### config.mk
export PLATFORM = sky130hd
export DESIGN_NAME = accel_spi_reader
export DESIGN_NICKNAME = d
export VERILOG_FILES = /design/src/rtl/accel_spi_reader.sv
export SDC_FILE = /design/constraint.sdc
export NUM_CORES = 1
export LEC_CHECK = 0
export BUFFER_PORTS_ARGS = -buffer_cell sky130_fd_sc_hd__buf_2
export CAP_MARGIN = 20
export CELL_PAD_IN_SITES_DETAIL_PLACEMENT = 0
export CELL_PAD_IN_SITES_GLOBAL_PLACEMENT = 1
export CORE_UTILIZATION = 35
export CTS_CLUSTER_SIZE = 28
export DETAILED_ROUTE_END_ITERATION = 8
export PLACE_DENSITY = 0.61
export SKIP_CTS_REPAIR_TIMING = 1
export SLEW_MARGIN = 25
export SYNTH_ARGS = -nofsm -noshare
export SYNTH_HDL_FRONTEND = slang
export SYNTH_SLANG_ARGS = --single-unit
export TNS_END_PERCENT = 20
### constraint.sdc
create_clock -name HCLK -period 4.5 [get_ports HCLK]
set_input_delay 0.45 -clock HCLK [delete_from_list [all_inputs] [get_ports HCLK]]
set_output_delay 0.45 -clock HCLK [all_outputs]
set_load 0.01 [all_outputs]
### src/rtl/accel_spi_reader.sv
// ADXL362 SPI master: powers the sensor into measurement mode, then periodically
// burst-reads the X/Y/Z 12-bit samples and latches them together with a valid pulse.
module accel_spi_reader #(
  parameter int CLK_DIV        = 25,
  parameter int STARTUP_CYCLES = 5000,
  parameter int SAMPLE_PERIOD  = 500000
) (
  input  logic        HCLK,
  input  logic        HRESETn,
  input  logic        ACL_MISO,
  output logic        ACL_SCLK,
  output logic        ACL_MOSI,
  output logic        ACL_CSN,
  output logic [11:0] x_acc,
  output logic [11:0] y_acc,
  output logic [11:0] z_acc,
  output logic        data_valid,
  output logic        busy
);

  localparam int DW = $clog2(2 * CLK_DIV);
  localparam int SW = $clog2(STARTUP_CYCLES + 1);
  localparam int TW = $clog2(SAMPLE_PERIOD);
  localparam logic [DW-1:0] HALF_END = DW'(CLK_DIV - 1);
  localparam logic [DW-1:0] GAP_END  = DW'(2 * CLK_DIV - 1);

  typedef enum logic [2:0] {ST_STARTUP, ST_INIT, ST_IDLE, ST_READ, ST_UPDATE} state_t;
  typedef enum logic [2:0] {PH_OFF, PH_SETUP, PH_LO, PH_HI, PH_HOLD, PH_GAP} phase_t;

  state_t            state, state_nxt;
  phase_t            phase;
  logic [DW-1:0]     div_cnt;
  logic [2:0]        bit_idx, byte_idx;
  logic [2:0]        nxt_bit, nxt_byte, last_byte;
  logic [SW-1:0]     st_cnt;
  logic [TW-1:0]     tmr;
  logic              tmr_en, tick;
  logic              miso_meta, miso_s;
  logic [7:0]        rx_sr;
  logic [7:0]        tx_cur, tx_nxt;
  logic              tx_bit_nxt;
  logic              is_read, half_done, gap_done, last_bit, start_xfer;
  logic [2:0][11:0]  raw_q, acc_q;
  logic [1:0]        ax;

  function automatic logic [7:0] tx_byte(input logic rd, input logic [2:0] idx);
    logic [7:0] b;
    b = 8'h00;
    if (rd) begin
      case (idx)
        3'd0:    b = 8'h0B;
        3'd1:    b = 8'h0E;
        default: b = 8'h00;
      endcase
    end else begin
      case (idx)
        3'd0:    b = 8'h0A;
        3'd1:    b = 8'h2D;
        3'd2:    b = 8'h02;
        default: b = 8'h00;
      endcase
    end
    return b;
  endfunction

  assign is_read    = (state == ST_READ);
  assign half_done  = (div_cnt == HALF_END);
  assign gap_done   = (phase == PH_GAP) && (div_cnt == GAP_END);
  assign tick       = tmr_en && (tmr == TW'(SAMPLE_PERIOD - 1));
  assign last_byte  = is_read ? 3'd7 : 3'd2;
  assign last_bit   = (bit_idx == 3'd7) && (byte_idx == last_byte);
  assign nxt_bit    = bit_idx + 3'd1;
  assign nxt_byte   = (bit_idx == 3'd7) ? byte_idx + 3'd1 : byte_idx;
  assign tx_cur     = tx_byte(is_read, byte_idx);
  assign tx_nxt     = tx_byte(is_read, nxt_byte);
  assign tx_bit_nxt = tx_nxt[3'd7 - nxt_bit];
  assign busy       = (phase != PH_OFF);
  // Data bytes 2..7 map to axis (byte/2 - 1); odd bytes carry the high nibble.
  assign ax         = byte_idx[2:1] - 2'd1;

  assign x_acc = acc_q[0];
  assign y_acc = acc_q[1];
  assign z_acc = acc_q[2];

  always_ff @(posedge HCLK or negedge HRESETn)
    if (!HRESETn) {miso_s, miso_meta} <= 2'b00;
    else          {miso_s, miso_meta} <= {miso_meta, ACL_MISO};

  always_ff @(posedge HCLK or negedge HRESETn)
    if (!HRESETn) state <= ST_STARTUP;
    else          state <= state_nxt;

  always_comb begin
    state_nxt  = state;
    start_xfer = 1'b0;
    case (state)
      ST_STARTUP: if (st_cnt == SW'(STARTUP_CYCLES - 1)) begin
        state_nxt  = ST_INIT;
        start_xfer = 1'b1;
      end
      ST_INIT:   if (gap_done) state_nxt = ST_IDLE;
      ST_IDLE:   if (tick) begin
        state_nxt  = ST_READ;
        start_xfer = 1'b1;
      end
      ST_READ:   if (gap_done) state_nxt = ST_UPDATE;
      ST_UPDATE: state_nxt = ST_IDLE;
      default:   state_nxt = ST_STARTUP;
    endcase
  end

  always_ff @(posedge HCLK or negedge HRESETn)
    if (!HRESETn)                 st_cnt <= '0;
    else if (state == ST_STARTUP) st_cnt <= st_cnt + SW'(1);

  // Sample timer free-runs from the first IDLE entry; ticks outside IDLE are simply lost.
  always_ff @(posedge HCLK or negedge HRESETn)
    if (!HRESETn) begin
      tmr_en <= 1'b0;
      tmr    <= '0;
    end else if (state == ST_INIT && gap_done) begin
      tmr_en <= 1'b1;
      tmr    <= '0;
    end else if (tmr_en) begin
      tmr <= tick ? '0 : tmr + TW'(1);
    end

  always_ff @(posedge HCLK or negedge HRESETn)
    if (!HRESETn) begin
      phase    <= PH_OFF;
      div_cnt  <= '0;
      bit_idx  <= '0;
      byte_idx <= '0;
      rx_sr    <= '0;
      ACL_SCLK <= 1'b0;
      ACL_MOSI <= 1'b0;
      ACL_CSN  <= 1'b1;
    end else begin
      case (phase)
        PH_OFF: if (start_xfer) begin
          phase    <= PH_SETUP;
          ACL_CSN  <= 1'b0;
          div_cnt  <= '0;
          bit_idx  <= '0;
          byte_idx <= '0;
        end
        PH_SETUP: if (half_done) begin
          phase    <= PH_LO;
          div_cnt  <= '0;
          ACL_MOSI <= tx_cur[7];
        end else div_cnt <= div_cnt + DW'(1);
        PH_LO: if (half_done) begin
          phase    <= PH_HI;
          div_cnt  <= '0;
          ACL_SCLK <= 1'b1;
          rx_sr    <= {rx_sr[6:0], miso_s};
        end else div_cnt <= div_cnt + DW'(1);
        PH_HI: if (half_done) begin
          div_cnt  <= '0;
          ACL_SCLK <= 1'b0;
          bit_idx  <= nxt_bit;
          byte_idx <= nxt_byte;
          if (last_bit) phase <= PH_HOLD;
          else begin
            phase    <= PH_LO;
            ACL_MOSI <= tx_bit_nxt;
          end
        end else div_cnt <= div_cnt + DW'(1);
        PH_HOLD: if (half_done) begin
          phase   <= PH_GAP;
          div_cnt <= '0;
          ACL_CSN <= 1'b1;
        end else div_cnt <= div_cnt + DW'(1);
        PH_GAP: if (div_cnt == GAP_END) begin
          phase   <= PH_OFF;
          div_cnt <= '0;
        end else div_cnt <= div_cnt + DW'(1);
        default: phase <= PH_OFF;
      endcase
    end

  // Raw bytes are staged here so the visible outputs only change together in UPDATE.
  always_ff @(posedge HCLK or negedge HRESETn)
    if (!HRESETn) raw_q <= '0;
    else if (is_read && phase == PH_HI && half_done && bit_idx == 3'd7 && byte_idx[2:1] != 2'b00) begin
      if (byte_idx[0]) raw_q[ax][11:8] <= rx_sr[3:0];
      else             raw_q[ax][7:0]  <= rx_sr;
    end

  always_ff @(posedge HCLK or negedge HRESETn)
    if (!HRESETn) begin
      acc_q      <= '0;
      data_valid <= 1'b0;
    end else begin
      data_valid <= (state == ST_UPDATE);
      if (state == ST_UPDATE) acc_q <= raw_q;
    end

endmodule

==> results of run 1 <==
placed cells by master, fill, tap and decap left out, types with 4 or more instances in the layout:
master	count
sky130_fd_sc_hd__ha_1	9
sky130_fd_sc_hd__dfrtp_1	136
sky130_fd_sc_hd__xor2_1	6
sky130_fd_sc_hd__nor2_1	17
sky130_fd_sc_hd__clkbuf_16	17
sky130_fd_sc_hd__a22o_1	4
sky130_fd_sc_hd__a21oi_1	10
sky130_fd_sc_hd__nor3_1	8
sky130_fd_sc_hd__xnor2_1	12
sky130_fd_sc_hd__mux2_2	81
sky130_fd_sc_hd__nand2_1	34
sky130_fd_sc_hd__inv_6	4
sky130_fd_sc_hd__a31oi_1	13
sky130_fd_sc_hd__and3b_1	4
sky130_fd_sc_hd__nand4_1	11
sky130_fd_sc_hd__inv_1	10
sky130_fd_sc_hd__buf_2	42
sky130_fd_sc_hd__nand3_1	15
sky130_fd_sc_hd__and4_1	5
sky130_fd_sc_hd__mux2_4	4
sky130_fd_sc_hd__nand3b_1	4
sky130_fd_sc_hd__and3_1	11
sky130_fd_sc_hd__a211oi_1	4
sky130_fd_sc_hd__o21ai_0	8
sky130_fd_sc_hd__nand2b_1	4
per-layer routing:
metal,global-route usage (%),wire length [um],vias up
met1,20.2,5960,1991
met3,3.67,355,11
met4,5.62,162,0
met5,0,0,-
li1,-,-,1898
met2,23.1,5860,55
area by class of cell:
class                   count  area, um^2  area share (%)
repair buffers             46         244            3.41
multi-input cells         321        2560            35.8
clock inverters            11         136            1.90
well taps                 225         282            3.93
flip-flops and latches    137        3430            47.9
clock buffers              20         467            6.51
inverters                  11        41.3           0.576
per-stage QoR:
stage / std cells / setup slack (ps) / instance area (um^2) / hold WS (ps) / util, %
2_1_floorplan: 489 / 2480 / 6130 / 154 / -
3_3_place_gp: 740 / 2260 / 6560 / 335 / 38.2
3_5_place_dp: 740 / 2240 / 6560 / 348 / 38.2
4_1_cts: 771 / 2230 / 7160 / 113 / 41.7
5_1_grt: 771 / 2040 / 7160 / 118 / 41.7
6_report: 771 / 2240 / 7160 / 110 / 41.7
cells by family after synthesis:
group,after synthesis
xor+xnor,18
simple gates,141
compound gates,65
buf+inv,31
fa+ha+maj,9
mux,88
flops,137
worst max-delay path, stage by stage (launching register included):
cell and delay, ps:
sky130_fd_sc_hd__dfrtp_1 410, sky130_fd_sc_hd__inv_1 100, sky130_fd_sc_hd__ha_1 160, sky130_fd_sc_hd__nand3b_1 190, sky130_fd_sc_hd__nor4_4 400, sky130_fd_sc_hd__nand4_1 450
sky130_fd_sc_hd__mux2_2 420
flip-flops by register name (all words and copies together), names as in the netlist, 6 cells and up:
register,flops
div_cnt,6
raw_q,36
rx_sr,8
st_cnt,13
tmr,19
x_acc,12
y_acc,12
z_acc,12
final timing paths:
path / end / slack [ps]
worst max-delay path: raw_q[1] / 2240
worst min-delay path: data_valid / 110
worst max register to register: raw_q[1] / 2240
worst min register to register: miso_s / 370
max in group asynchronous: ACL_CSN / 3260
min in group HCLK: miso_meta / 140
synth_stat cells, types with 4 or more instances:
cell type | count | share of area [%]
sky130_fd_sc_hd__and3_1 | 11 | 1.1
sky130_fd_sc_hd__inv_1 | 10 | 0.61
sky130_fd_sc_hd__mux2_4 | 4 | 0.98
sky130_fd_sc_hd__nor2_1 | 17 | 1.0
sky130_fd_sc_hd__nand2_1 | 34 | 2.1
sky130_fd_sc_hd__ha_1 | 9 | 1.8
sky130_fd_sc_hd__nand3_1 | 15 | 1.2
sky130_fd_sc_hd__a22o_1 | 4 | 0.57
sky130_fd_sc_hd__o21ai_0 | 8 | 0.65
sky130_fd_sc_hd__xor2_1 | 6 | 0.86
sky130_fd_sc_hd__and4_1 | 5 | 0.71
sky130_fd_sc_hd__a211oi_1 | 5 | 0.61
sky130_fd_sc_hd__a21oi_1 | 10 | 0.82
sky130_fd_sc_hd__a31oi_1 | 13 | 1.3
sky130_fd_sc_hd__nand3b_1 | 4 | 0.49
sky130_fd_sc_hd__buf_2 | 4 | 0.33
sky130_fd_sc_hd__clkbuf_1 | 10 | 0.61
sky130_fd_sc_hd__dfrtp_1 | 136 | 56
sky130_fd_sc_hd__mux2_2 | 81 | 15
sky130_fd_sc_hd__nor3_1 | 8 | 0.65
sky130_fd_sc_hd__nand2b_1 | 4 | 0.41
sky130_fd_sc_hd__and3b_1 | 4 | 0.57
sky130_fd_sc_hd__nor3b_1 | 4 | 0.49
sky130_fd_sc_hd__xnor2_1 | 12 | 1.7
sky130_fd_sc_hd__nand4_1 | 11 | 1.1
where the power goes:
part,switching (mW),internal [mW]
registers,0.000314,1.23
clock network,0.537,0.866
logic,0.0230,0.00170
total,0.560,2.10
==> results by group, run 1 <==
Run status
  – Outcome: complete, no violations

Global routing
  – Pin count of the biggest net entering global routing: 99
  – Vias in the first global route: 3,998
  – Number of antenna violations at the first check in global routing: 0
  – Overall fraction of global-route tracks in use: between 10 and 15%
  – Remaining global-route overflow: 0
  – First-pass GRT wire length: approximately 21,000 um

Logic synthesis
  – Xor and xnor fraction of the mapped netlist area: 2.57%
  – Number of warnings issued by yosys: 0
  – Fraction of synthesized area in multiplexers: between 15 and 20%
  – Area of the mapped netlist: 0.00613 mm^2
  – Synth Area in Adders: 1.84%
  – Post-synth net total: 501
  – Number of distinct standard cells referenced by the synthesized netlist: 61
  – Predominant post-synthesis flop cell: sky130_fd_sc_hd__dfrtp_1
  – Post-synthesis area per instance: 12.5 um^2
  – Post-synthesis cell count: slightly below 500
  – Proportion of synthesized flip-flops having asynchronous set or reset: 100%
  – Sequential cell area fraction in the yosys report: 56.0%
  – Combinational family with the most area after synthesis: multiplexers
  – Simple-gate portion of the synthesized area: 13.3%
  – Share of the synthesized area in compound gates (AO/OA/AOI/OAI): 7.64%
  – Number of synthesized flops with an enable pin: 0
  – Post-synthesis sequential element count: 137

STA
  – Tightest Pin Transition: about 880 ps
  – Hold violation total from the final report: 0
  – Final worst-path cycle share: 50.3%
  – Relative slew slack: 41.4%
  – Worst-case clock skew: approximately 9.6 ps
  – Final-report max-slew violation count: 0
  – Minimum clock period: 2260 ps
  – Setup repair after global routing missed its margin: no
  – Achievable frequency: 442 MHz
  – Setup TNS: 0 ps
  – Final setup fails: 0

Job
  – Max-capacitance violation count: 0

Floorplanning
  – Top-level port count: 44
  – Width of the chip: 134 um
  – Standard-cell row count: 48
  – Core Box Area: between 0.015 and 0.02 mm^2
  – Die footprint: between 0.015 and 0.02 mm^2
  – Height of the die: 134 um
  – Initial cell density of the core: between 30 and 40%

Route
  – Number of detailed-route iterations in the first pass: 4
  – DRC marker count from the first detailed-route iteration: 160
  – Post-detailed-route via-to-cell ratio: 5.13
  – Post-detailed-route wirelength per cell: approximately 16 um
  – Remaining antenna violation count after routing: 0
  – DRC: 0
  – Routed wire length: 12,300 um
  – Detailed-route via count: 3,955

Min path
  – Worst hold path class: input port to asynchronous set/reset pin

CTS
  – Buffer levels on the longest clock path: 2
  – CTS H-Tree Depth: 4
  – Number of CTS-inserted buffers: 17
  – Clock net sink count: 137
  – Clock-pin transition on the worst setup and hold timing paths: about 60 ps
  – Root Buffer Master: sky130_fd_sc_hd__clkbuf_16
  – Clock latency on the worst-skew pair: approximately 420 ps
  – TritonCTS clock tree: done

Cells and area
  – Number of nets in the finished design: between 500 and 600
  – Area growth from synthesis to layout: 17.0%
  – Inserted Diodes: 0
  – Fraction of final layout cells sized beyond drive strength 1: between 30% and 40%
  – Filler Cells Inserted: 1,665

Power and ir drop
  – Power per Cell Area: 371 mW/mm^2
  – Static leakage: approximately 3.5 nW
  – Maximum resistive drop on vdd: 0.225 mV
  – PnR Total Power: 2.66 mW

Placed design
  – Routability congestion estimate from global placement: around 0.77
  – Total of buffers placed on input and output ports: 43
  – Detail Placement HPWL: 8400 um

Setup path
  – Worst setup path class: flop to flop
  – Startpoint type of the worst setup path: flop
  – Data required, critical path: around 4800 ps
  – Crit. End Element: flop
  – Crit Path Max Fanout: 8
  – Critical path origin: div_cnt[0]
  – Signal arrival time at the worst endpoint: between 2000 and 3000 ps
  – Reg2reg start: div_cnt[0]
  – Depth of the most critical reg-to-reg path: 6
No activity file was read; power rests on OpenSTA's default activity.
==> run 2: changes to the inputs <==
==> constraint.sdc (replaced) <==
create_clock -name HCLK -period 2.1 [get_ports HCLK]
set_input_delay 0.21 -clock HCLK [delete_from_list [all_inputs] [get_ports HCLK]]
set_output_delay 0.21 -clock HCLK [all_outputs]
set_load 0.01 [all_outputs]
==> results by group, run 2 (same netlist as run 1, synthesis figures left out) <==
CTS
  – Number of CTS-inserted buffers: 17 (unchanged)
  – Clock-pin transition on the worst setup and hold timing paths: 60 ps (about the same)
  – Clock latency on the worst-skew pair: 420 ps (about the same)
  – CTS H-Tree Depth: 4 (unchanged)
  – Buffer levels on the longest clock path: 2 (unchanged)
  – TritonCTS clock tree: done
  – Root Buffer Master: sky130_fd_sc_hd__clkbuf_16
  – Clock net sink count: 137 (unchanged)

Floorplanning
  – Width of the chip: 134 um (unchanged)
  – Standard-cell row count: 48 (unchanged)
  – Die footprint: 0.0180 mm^2 (unchanged)
  – Core Box Area: 0.0172 mm^2 (unchanged)
  – Top-level port count: 44 (unchanged)
  – Initial cell density of the core: 35.7% (unchanged)
  – Height of the die: 134 um (unchanged)

STA
  – Minimum clock period: 2060 ps (-206 ps)
  – Final setup fails: 0 (unchanged)
  – Setup repair after global routing missed its margin: yes
  – Worst-case clock skew: 7.77 ps (-1.83 ps)
  – Tightest Pin Transition: 511 ps (-368 ps)
  – Relative slew slack: 65.9% (+25 points)
  – Final-report max-slew violation count: 0 (unchanged)
  – Hold violation total from the final report: 0 (unchanged)
  – Achievable frequency: 486 MHz (+10%)
  – Final worst-path cycle share: 98.0% (+48 points)

Setup path
  – Depth of the most critical reg-to-reg path: 5 (-1)
  – Data required, critical path: 2400 ps (-2400 ps)
  – Worst setup path class: flop to flop
  – Setup slack of the worst register-to-register path: 40 ps (-2190 ps)
  – Signal arrival time at the worst endpoint: 2360 ps (-200 ps)
  – Critical path origin: st_cnt[3]
  – Crit Path Max Fanout: 7 (-1)
  – Reg2reg start: st_cnt[3]
  – Crit. End Element: flop
  – Startpoint type of the worst setup path: flop
  – FF-to-FF End: div_cnt[0]

Placed design
  – Routability congestion estimate from global placement: 0.752 (-3.0%)
  – Instance count after placement with tap cells included: 780 (+5.4%)
  – Total of buffers placed on input and output ports: 43 (unchanged)
  – Detail Placement HPWL: 8880 um (+5.8%)

Global routing
  – Vias in the first global route: 4,225 (+5.7%)
  – Number of antenna violations at the first check in global routing: 0 (unchanged)
  – Pin count of the biggest net entering global routing: 52 (-47%)
  – Overall fraction of global-route tracks in use: 15.3% (+0.32 points)
  – Remaining global-route overflow: 0 (unchanged)
  – First-pass GRT wire length: 21,300 um (+1.8%)

Cells and area
  – Cell Count, Final, Fillers Out: 815 (+5.7%)
  – Biggest register: raw_q
  – Inserted Diodes: 0 (unchanged)
  – Leading cell type in the layout, fill and taps excluded: sky130_fd_sc_hd__dfrtp_1
  – Commonest cells after routing, fill and taps aside: 136 x sky130_fd_sc_hd__dfrtp_1, 81 x sky130_fd_sc_hd__mux2_2, 42 x sky130_fd_sc_hd__buf_2
  – Biggest registers after layout: raw_q (36), tmr (19), st_cnt (13)
  – Number of nets in the finished design: 589 (+7.9%)
  – Max reg flops: 36 (unchanged)
  – Fraction of final layout cells sized beyond drive strength 1: 38.0% (+6.1 points)
  – Filler Cells Inserted: 1,664 (-0.060%)
  – Area growth from synthesis to layout: 23.3%

Power and ir drop
  – Cell-internal power: 4.32 mW (+110%)
  – Power dissipated by switching net loads: 1.23 mW (+120%)
  – Power per Cell Area: 734 mW/mm^2 (+97%)
  – Sw Share: 22.1% (+1.1 points)
  – Flop pwr share: 47.7% (+1.3 points)
  – PnR Total Power: 5.54 mW (+110%)
  – Share of total power in combinational logic: 1.2% (+0.3 points)
  – Static leakage: 3.74 nW (+6.5%)
  – Maximum resistive drop on vdd: 0.567 mV (+150%)
  – Clock share of power: 51.1% (-1.6 points)

Min path
  – Worst hold path class: input port to asynchronous set/reset pin

Route
  – DRC: 0 (unchanged)
  – Post-detailed-route wirelength per cell: 15.5 um (-3.0%)
  – Routed wire length: 12,600 um (+2.5%)
  – Max Used Layer: met4
  – Detailed-route via count: 4,204 (+6.3%)
  – Post-detailed-route via-to-cell ratio: 5.16 (+0.56%)
  – Met2 routed wirelength: 5980 um (+2.2%)
  – Remaining antenna violation count after routing: 0 (unchanged)
  – DRC marker count from the first detailed-route iteration: 144 (-10%)
  – Number of detailed-route iterations in the first pass: 4 (unchanged)
  – Met1 routed wirelength after detailed routing: 6080 um (+1.9%)
  – Total length of routed met3 wires: 386 um (+8.7%)

Run status
  – Outcome: complete, no violations

Job
  – Max-capacitance violation count: 0 (unchanged)
-- run 2: changes by cell type in the layout (fill, tap and decap cells not counted), moves of 2 or more --
cell / delta
sky130_fd_sc_hd__inv_6: -3
sky130_fd_sc_hd__clkinvlp_4: +3
sky130_fd_sc_hd__buf_12: +4
sky130_fd_sc_hd__clkinv_2: +4
sky130_fd_sc_hd__dlygate4sd3_1: +2
sky130_fd_sc_hd__clkbuf_8: -2
sky130_fd_sc_hd__buf_4: +37
-- run 2: final cells by class --
class	count	area (um^2)	share of cell area, %
Tap cell	225	282	3.73
Timing Repair Buffer	89	622	8.23
Clock inverter	14	125	1.66
Clock buffer	18	439	5.81
Sequential cell	137	3430	45.4
Inverter	11	41.3	0.547
Multi-Input combinational cell	321	2620	34.6
-- run 2: per-layer routing --
metal,up-vias,global-route usage (%)
li1,1981,-
met1,2158,20.4
met2,50,23.4
met3,15,4.42
met4,0,5.87
met5,-,0
-- run 2: per-stage QoR --
stage | setup TNS (ps) | util (%) | setup slack (ps) | area (um^2) | hold WS, ps
2_1_floorplan | 0 | - | 75.1 | 6130 | -85.6
3_3_place_gp | 0 | 40.2 | 24.4 | 6910 | 203
3_5_place_dp | -268 | 40.2 | -72.9 | 6910 | 203
4_1_cts | -257 | 43.5 | -67.9 | 7480 | -250
5_1_grt | -89.7 | 44.0 | -20.0 | 7550 | 367
6_report | 0 | 44.0 | 41.5 | 7550 | 310
-- run 2: worst max-delay path: stages (launching register included) --
cell and delay [ps]:
sky130_fd_sc_hd__dfrtp_1 410, sky130_fd_sc_hd__or4bb_4 570, sky130_fd_sc_hd__nor4_4 330, sky130_fd_sc_hd__a31oi_4 90, sky130_fd_sc_hd__a22o_4 280, sky130_fd_sc_hd__mux2_2 260
-- run 2: worst max path at each step --
| stage | to | slack (ps) |
|---|---|---|
| 2_1_floorplan | raw_q[32] | 80 |
| 3_3_place_gp | div_cnt[5] | 20 |
| 3_5_place_dp | div_cnt[3] | -70 |
| 4_1_cts | div_cnt[3] | -70 |
| 5_1_grt | div_cnt[0] | -20 |
| 6_report | div_cnt[0] | 40 |
-- run 2: power by group through the flow --
| stage | Combinational (mW) | Sequential (mW) | Clock [mW] |
|---|---|---|---|
| floorplan | 0.0000196 | 2.69 | 0 |
| global placement | 0.0654 | 2.69 | 0 |
| detailed placement | 0.0676 | 2.69 | 0 |
| CTS | 0.0676 | 2.64 | 2.90 |
| global route | 0.0778 | 2.64 | 3.02 |
| finish | 0.0648 | 2.64 | 2.83 |
==> run 3: changes to the inputs <==
--- a/config.mk
+++ b/config.mk
@@ -9,6 +9,7 @@
 export CAP_MARGIN = 20
 export CELL_PAD_IN_SITES_DETAIL_PLACEMENT = 0
 export CELL_PAD_IN_SITES_GLOBAL_PLACEMENT = 1
+export CORE_ASPECT_RATIO = 0.9
 export CORE_UTILIZATION = 35
 export CTS_CLUSTER_SIZE = 28
 export DETAILED_ROUTE_END_ITERATION = 8
==> results by group, run 3 (same netlist as run 1, synthesis figures left out) <==
STA
  – Achievable frequency: 488 MHz (+0.38%)
  – Setup TNS: 0 ps (unchanged)
  – Final-report max-slew violation count: 0 (unchanged)
  – Relative slew slack: 66.9% (+0.99 points)
  – Worst-case clock skew: 8.32 ps (+0.549 ps)
  – Hold violation total from the final report: 0 (unchanged)
  – Worst setup slack after layout: 49.2 ps (+7.72 ps)
  – Final setup fails: 0 (unchanged)
  – Minimum clock period: 2050 ps (-7.72 ps)
  – Tightest Pin Transition: 496 ps (-14.9 ps)
  – Final worst-path cycle share: 97.7% (-0.37 points)
  – Setup repair after global routing missed its margin: yes
  – Minimum hold slack: 317 ps (+7.03 ps)

Setup path
  – Data required, critical path: 2390 ps (about the same)
  – Crit. End Element: flop
  – Worst setup path class: flop to flop
  – Crit Path Max Fanout: 7 (unchanged)
  – Signal arrival time at the worst endpoint: 2340 ps (-20 ps)
  – Startpoint type of the worst setup path: flop

CTS
  – Buffer levels on the longest clock path: 2 (unchanged)
  – Root Buffer Master: sky130_fd_sc_hd__clkbuf_16
  – CTS H-Tree Depth: 4 (unchanged)
  – Clock-pin transition on the worst setup and hold timing paths: 60 ps (about the same)
  – Clock net sink count: 137 (unchanged)
  – Number of CTS-inserted buffers: 17 (unchanged)
  – Clock latency on the worst-skew pair: 410 ps (about the same)
  – TritonCTS clock tree: done

Global routing
  – Number of antenna violations at the first check in global routing: 0 (unchanged)
  – Vias in the first global route: 4,246 (+0.50%)
  – First-pass GRT wire length: 22,000 um (+3.3%)
  – Overall fraction of global-route tracks in use: 15.7% (+0.46 points)
  – Remaining global-route overflow: 0 (unchanged)
  – Pin count of the biggest net entering global routing: 56 (+7.7%)

Cells and area
  – Inserted Diodes: 0 (unchanged)
  – Filler Cells Inserted: 1,588 (-4.6%)
  – Area growth from synthesis to layout: 24.3%
  – Biggest register: raw_q
  – Commonest cells after routing, fill and taps aside: 136 x sky130_fd_sc_hd__dfrtp_1, 81 x sky130_fd_sc_hd__mux2_2, 46 x sky130_fd_sc_hd__buf_4
  – Leading cell type in the layout, fill and taps excluded: sky130_fd_sc_hd__dfrtp_1
  – Design area: 0.00762 mm^2 (+0.83%)
  – Biggest registers after layout: raw_q (36), tmr (19), st_cnt (13)
  – Cell Count, Final, Fillers Out: 828 (+1.6%)
  – Fraction of final layout cells sized beyond drive strength 1: 37.4% (-0.53 points)
  – Max reg flops: 36 (unchanged)
  – Core occupancy in the finished layout: 44.8% (+0.81 points)
  – Number of nets in the finished design: 594 (+0.85%)

Route
  – Routed wire length: 13,000 um (+2.7%)
  – Post-detailed-route via-to-cell ratio: 4.99 (-3.3%)
  – Remaining antenna violation count after routing: 0 (unchanged)
  – Detailed-route via count: 4,129 (-1.8%)
  – Number of detailed-route iterations in the first pass: 4 (unchanged)
  – DRC marker count from the first detailed-route iteration: 190 (+32%)
  – Post-detailed-route wirelength per cell: 15.7 um (+1.1%)
  – DRC: 0 (unchanged)

Power and ir drop
  – Maximum resistive drop on vdd: 0.518 mV (-8.7%)
  – PnR Total Power: 5.82 mW (+5.1%)
  – Power per Cell Area: 765 mW/mm^2 (+4.2%)
  – Static leakage: 3.77 nW (+0.57%)

Floorplanning
  – Initial cell density of the core: 36.0% (+0.36 points)
  – Top-level port count: 44 (unchanged)
  – Core Box Area: 0.0170 mm^2 (-1.0%)
  – Die footprint: 0.0180 mm^2 (about the same)
  – Standard-cell row count: 45 (-6.3%)
  – Width of the chip: 141 um (+5.3%)
  – Height of the die: 128 um (-5.1%)

Placed design
  – Routability congestion estimate from global placement: 0.763 (+1.6%)
  – Worst-case setup slack after placement: 33.5 ps (+106 ps)
  – Total of buffers placed on input and output ports: 43 (unchanged)
  – Detail Placement HPWL: 9180 um (+3.3%)
  – Cell Area, Placed: 0.00695 mm^2 (+0.54%)
  – Instance count after placement with tap cells included: 795 (+1.9%)

Run status
  – Outcome: complete, no violations

Min path
  – Worst hold path class: input port to asynchronous set/reset pin

Job
  – Max-capacitance violation count: 0 (unchanged)
[run 3: layer usage]
| metal | vias up | share of wire (%) | global-route usage, % |
|---|---|---|---|
| li1 | 1986 | - | - |
| met1 | 2074 | 53 | 23.5 |
| met2 | 61 | 44 | 22.5 |
| met3 | 8 | 2.4 | 3.71 |
| met4 | 0 | 0.64 | 4.81 |
| met5 | - | 0 | 0 |
[run 3: critical path: stages, from the launching register on]
cell and delay (ps):
sky130_fd_sc_hd__dfrtp_1 380, sky130_fd_sc_hd__or4b_1 570, sky130_fd_sc_hd__nor3_2 250, sky130_fd_sc_hd__a31oi_4 160, sky130_fd_sc_hd__a22o_4 270, sky130_fd_sc_hd__a211o_1 300
[run 3: layout make-up]
type / count / area, um^2 / area share, %
timing repair buffer: 94 / 647 / 8.49
sequential: 137 / 3430 / 45.0
multi-input combinational: 321 / 2590 / 34.0
clock buffer: 18 / 439 / 5.77
inverter: 11 / 41.3 / 0.542
tap: 235 / 294 / 3.86
clock inverter: 12 / 176 / 2.32
[run 3: final timing paths]
kind	start	end	slack [ps]	depth (start not counted)
setup reg to reg	tmr[12]	div_cnt[5]	50	5
hold reg to reg	miso_meta	miso_s	360	0
hold / removal	HRESETn	tmr[3]	320	2
min in group HCLK	miso_meta	miso_s	360	0
max in group asynchronous	HRESETn	ACL_CSN	1030	3
setup / recovery	tmr[12]	div_cnt[5]	50	5
[run 3: power by group]
part	leakage (nW)	internal, mW	switching (mW)
logic	1.59	0.0123	0.0529
registers	1.89	2.64	0.000460
clock network	0.286	2.00	1.12
